==> config.mk <==
export PLATFORM = sky130hd
export DESIGN_NAME = serial_subtractor_flat
export DESIGN_NICKNAME = d
export VERILOG_FILES = /design/src/rtl/serial_subtractor_if.sv /design/src/rtl/serial_subtractor.sv /design/src/flat_wrapper.sv
export SDC_FILE = /design/constraint.sdc
export NUM_CORES = 1
export LEC_CHECK = 0
export ABC_AREA = 1
export ABC_CLOCK_PERIOD_IN_PS = 1500
export BUFFER_PORTS_ARGS = -buffer_cell sky130_fd_sc_hd__buf_4
export CAP_MARGIN = 25
export CORE_MARGIN = 10
export CORE_UTILIZATION = 55
export DETAILED_ROUTE_END_ITERATION = 12
export PLACE_DENSITY_LB_ADDON = 0.3
export SYNTH_ARGS = -nofsm -noshare
export SYNTH_HDL_FRONTEND = slang
export SYNTH_SLANG_ARGS = --single-unit
==> constraint.sdc <==
create_clock -name clk -period 1.5 [get_ports clk]
set_input_delay 0.15 -clock clk [delete_from_list [all_inputs] [get_ports clk]]
set_output_delay 0.15 -clock clk [all_outputs]
set_load 0.01 [all_outputs]
==> src/rtl/serial_subtractor_if.sv <==
// serial_subtractor_if: request/result bundle for the bit-serial subtractor.
//   start, A, B                       : requester -> subtractor
//   diff, borrow, overflow, busy, done: subtractor -> requester
interface serial_subtractor_if #(parameter int WIDTH = 8);
  logic             start;
  logic [WIDTH-1:0] A;
  logic [WIDTH-1:0] B;
  logic [WIDTH-1:0] diff;
  logic             borrow;
  logic             overflow;
  logic             busy;
  logic             done;
  modport master (output start, A, B, input diff, borrow, overflow, busy, done);
  modport slave  (input start, A, B, output diff, borrow, overflow, busy, done);
endinterface

==> src/rtl/serial_subtractor.sv <==
// serial_subtractor: LSB-first bit-serial A-B, one bit per clock, WIDTH+2 cycles per result.
//   clk  : rising-edge clock
//   rst  : synchronous active-high reset
//   bus  : slave side of serial_subtractor_if (start/A/B in; diff/borrow/overflow/busy/done out)
module serial_subtractor #(
  parameter int WIDTH = 8
) (
  input logic                clk,
  input logic                rst,
  serial_subtractor_if.slave bus
);
  localparam int CW = $clog2(WIDTH + 1);
  typedef enum logic [1:0] {IDLE, RUN, DONE} state_t;
  state_t           r_state, w_next;
  logic [WIDTH-1:0] r_a, r_b, r_res, r_diff;
  logic [CW-1:0]    r_cnt;
  logic             r_bin, r_borrow, r_ovf;
  logic             w_d, w_bout, w_last;
  assign w_d    = r_a[0] ^ r_b[0] ^ r_bin;
  assign w_bout = (~r_a[0] & r_b[0]) | (~r_a[0] & r_bin) | (r_b[0] & r_bin);
  assign w_last = r_cnt == CW'(WIDTH - 1);
  always_ff @(posedge clk)
    r_state <= rst ? IDLE : w_next;
  always_comb begin
    w_next = r_state;
    w_next = (r_state == IDLE && bus.start) ? RUN  :
             (r_state == RUN  && w_last)    ? DONE :
             (r_state == DONE)              ? IDLE : r_state;
  end
  always_ff @(posedge clk) begin
    if (rst) begin
      r_a      <= '0;
      r_b      <= '0;
      r_res    <= '0;
      r_cnt    <= '0;
      r_bin    <= 1'b0;
      r_diff   <= '0;
      r_borrow <= 1'b0;
      r_ovf    <= 1'b0;
    end else if (r_state == IDLE && bus.start) begin
      r_a   <= bus.A;
      r_b   <= bus.B;
      r_cnt <= '0;
      r_bin <= 1'b0;
    end else if (r_state == RUN) begin
      r_a   <= r_a >> 1;
      r_b   <= r_b >> 1;
      r_res <= {w_d, r_res[WIDTH-1:1]};
      r_cnt <= r_cnt + 1'b1;
      r_bin <= w_bout;
      if (w_last) begin
        // On the last bit r_a[0]/r_b[0] hold the original sign bits.
        r_diff   <= {w_d, r_res[WIDTH-1:1]};
        r_borrow <= w_bout;
        r_ovf    <= (r_a[0] ^ r_b[0]) & (w_d ^ r_a[0]);
      end
    end
  end
  assign bus.diff     = r_diff;
  assign bus.borrow   = r_borrow;
  assign bus.overflow = r_ovf;
  assign bus.busy     = r_state == RUN;
  assign bus.done     = r_state == DONE;
endmodule

==> src/flat_wrapper.sv <==
// flat-port wrapper written by rule: the top's interface ports become plain ports
module serial_subtractor_flat 
#(
  parameter int WIDTH = 8
)
  (clk, rst, bus_start, bus_A, bus_B, bus_diff, bus_borrow, bus_overflow, bus_busy, bus_done);
  serial_subtractor_if #(.WIDTH(WIDTH)) bus_i ();
  input logic clk;
  input logic rst;
  input wire logic [$bits(bus_i.start)-1:0] bus_start;
  input wire logic [$bits(bus_i.A)-1:0] bus_A;
  input wire logic [$bits(bus_i.B)-1:0] bus_B;
  output wire logic [$bits(bus_i.diff)-1:0] bus_diff;
  output wire logic [$bits(bus_i.borrow)-1:0] bus_borrow;
  output wire logic [$bits(bus_i.overflow)-1:0] bus_overflow;
  output wire logic [$bits(bus_i.busy)-1:0] bus_busy;
  output wire logic [$bits(bus_i.done)-1:0] bus_done;
  assign bus_i.start = bus_start;
  assign bus_i.A = bus_A;
  assign bus_i.B = bus_B;
  assign bus_diff = bus_i.diff;
  assign bus_borrow = bus_i.borrow;
  assign bus_overflow = bus_i.overflow;
  assign bus_busy = bus_i.busy;
  assign bus_done = bus_i.done;
  serial_subtractor #(.WIDTH(WIDTH)) u_core (.clk(clk), .rst(rst), .bus(bus_i));
endmodule
==> flow_summary.ini <==
[status]
status = finished, final reports clean

[flow_run]
drv_cap = 0

[worst_setup_path]
required_ns = 1.35
arrival_ns = 1.26
critPathTopFamily = flip-flops
crit_path_end_kind = output pin
r2r_start = u_core.r_a[0]$_SDFFE_PP0P_
worstSetupStartpointType = flop
cpMostUsedCell = buf_4
critPathMaxFanout = 8
critical_path_class = flop to output pin
path_cells = nand2_2, buf_4, inv_2, buf_4
slowest_stage = dfxtp_2
cpPeakStageDelay_ns = 0.44
path_buf_inv = 3
crit_path_start = u_core.r_state[0]$_SDFFE_PP0P_

[synthesis]
synth_adder_area_share = 0.0245
synth_top_cell_by_area = dfxtp_1
synthMuxAreaShare = 0
synth-edff-count = 0
syn_area_per_cell_um2 = 6.95
synth.yosys.seq_area_share = 0.435
ys_ff_latch = 40
synth_warnings = 0
syn-num-nets = 287
synth-compound-area-share = 0.0992
ys_types = 25
synth_top_family_by_area = simple AND/OR/NAND/NOR gates
synth_top_flop_cell = dfxtp_1
netlist_instances = 265
synthArstFlopShare = 0
yosys-top-cells-area = dfxtp_1 43%, nor2_1 14%, nand2_1 9.6%, inv_1 5.9%, nand3_1 4.6%
synth_area_mm2 = 0.00184
synthSimpleGateAreaFrac = 0.323
synth_xor_area_frac = 0.00476
synth_top_area_frac = 0.435

[clocking]
clock_sinks = 40
numCtsBuffers = 5
clk_path_buf_depth = 2
htreeDepth = 2
cts_tree = built
cts_setup_buffers = 0
clkLatencyLatePin_ns = 0.36
cts_root_buf = clkbuf_4
path_clk_slew_ns = 0.12

[floorplanning]
core_mm2 = 0.00313
initial_utilization = 0.589
rows = 20
die_w_um = 77.9
die-area_mm2 = 0.00606
io_pins = 31
die_h_um = 77.9

[place]
placed_area_mm2 = 0.00209
dp_hpwl_mm = 2.57
pre_cts_slack_ns = 0.161
gp_congestion = 0.773
io_buffers = 30

[cells_and_area]
drive_above_1_share = 0.189
num-nets-final = 317
area_growth_pct = 18.9
antennaDiodeCount = 0
design_area_mm2 = 0.00219

[route]
wl_mm = 3.61
wl_per_cell_um = 10.6
vias = 1632
drtIter0Drc = 76
first_pass_iters = 4
antenna_left = 0
vias_per_cell = 4.80
drc = 0

[power_and_ir_drop]
peakVddDrop_mv = 0.596
power_mw = 2.18
power.leakage_nw = 0.977
p_per_area_mw_per_mm2 = 998

[sta]
slew_headroom = 0.775
hold_viol = 0
period_share = 0.942
setup_tns_ns = 0
final.min_clock_period_ns = 1.41
grt_setup_unrepaired = no
fin_ws_ns = 0.0867
skew_ns = 0.00942
worst_slew_pin_slew_ns = 0.338
setup_viol = 0
maxSlewViolCount = 0
fmax_mhz = 708

[grt]
grt_max_degree = 29
grt_pass1_vias = 1551
grt_pass1_wl_mm = 6.48
overflow = 0
groute.usage.overall = 0.129
antenna_found_initial = 0

[min_path]
worstHoldStart = bus_A[7]
holdCritPathClass = input port to flop
per-layer routing:
| layer | part of all wire | global-route usage | vias to the layer above |
|---|---|---|---|
| li1 | - | - | 870 |
| met2 | 0.42 | 0.204 | 35 |
| met4 | 0.025 | 0.0639 | 0 |
| met5 | 0 | 0 | - |
| met3 | 0.059 | 0.0495 | 9 |
| met1 | 0.49 | 0.148 | 718 |
layout by cell type (no fill, tap or decap), drive strengths merged:
master / n
nor2: 70
nand2: 51
dfxtp: 40
buf: 35
inv: 31
o21ai: 22
nand3: 18
a21oi: 13
clkbuf: 5
ha: 2
o21bai: 1
nor3b: 1
nand3b: 1
xor2: 1
fa: 1
bufinv: 1
clkinv: 1
clkinvlp: 1
dlygate4sd3: 1
area by class of cell:
type | instances | area [um^2]
timing repair buffer | 36 | 298
inverter | 31 | 119
fill | 286 | 938
multi-input combinational | 181 | 831
clock inverter | 3 | 42.5
clock buffer | 5 | 37.5
tap | 44 | 55.1
sequential | 40 | 807
Yosys cell counts, types with 2 or more instances:
| cell | n |
|---|---|
| inv_1 | 29 |
| buf_2 | 2 |
| a21oi_1 | 13 |
| inv_2 | 2 |
| buf_6 | 5 |
| nand2_2 | 3 |
| nand3_1 | 17 |
| nor2_4 | 2 |
| clkbuf_1 | 2 |
| o21ai_0 | 17 |
| nor2_1 | 68 |
| dfxtp_1 | 40 |
| buf_1 | 2 |
| nand2_1 | 47 |
| o21ai_1 | 5 |
| ha_1 | 2 |
through the flow:
stage          hold slack (ns)  std cells   util
2_1_floorplan            0.219        265      -
3_3_place_gp             0.337        331  0.668
3_5_place_dp             0.338        331  0.668
4_1_cts                 0.0144        340  0.698
5_1_grt                 0.0106        340  0.700
6_report                0.0270        340  0.700
cell families after synthesis:
kind of cell / Yosys count
buffers and inverters: 44
xor gates and xnor gates: 1
adders and majority gates: 3
and+or+nand+nor: 141
AOI/OAI and AO/OA: 36
DFF: 40
flip-flops by register name, indices dropped and copies added (netlist names):
signal               flops
u_core.r_bin             1
u_core.bus.borrow        1
u_core.r_cnt             4
u_core.r_res             7
u_core.bus.overflow      1
u_core.r_state           2
u_core.r_b               8
u_core.bus.diff          8
u_core.r_a               8
what timing repair did:
action / CTS / global route
hold buffers: 1 / 0
resized for setup: 3 / 3
endpoints found under the hold margin: 3 / 0
pin swaps: 0 / 0
endpoints found under the setup margin: 1 / 2
power breakdown:
part	switching, mW	internal (mW)	total [mW]
clock	0.365	0.347	0.712
sequential	0.0351	1.12	1.16
combinational	0.180	0.137	0.317
worst paths after layout:
kind | to | slack (ns) | cells after the start
max | bus_busy | 0.09 | 4
min | u_core.r_a[7]$_SDFFE_PP0P_ | 0.03 | 3
max reg2reg | u_core.bus.overflow$_SDFFE_PP0P_ | 0.15 | 8
min reg2reg | u_core.r_res[1]$_SDFFE_PP0P_ | 0.46 | 2
worst reg2reg max path: cells and delay by family, from the launching register on:
family | cells | cell delay (ns)
buffers and inverters | 2 | 0.13
adder cells (fa/ha/maj) | 1 | 0.52
AND/OR/NAND/NOR | 5 | 0.29
flip-flops | 1 | 0.35
(Power assumes the default switching activity.)
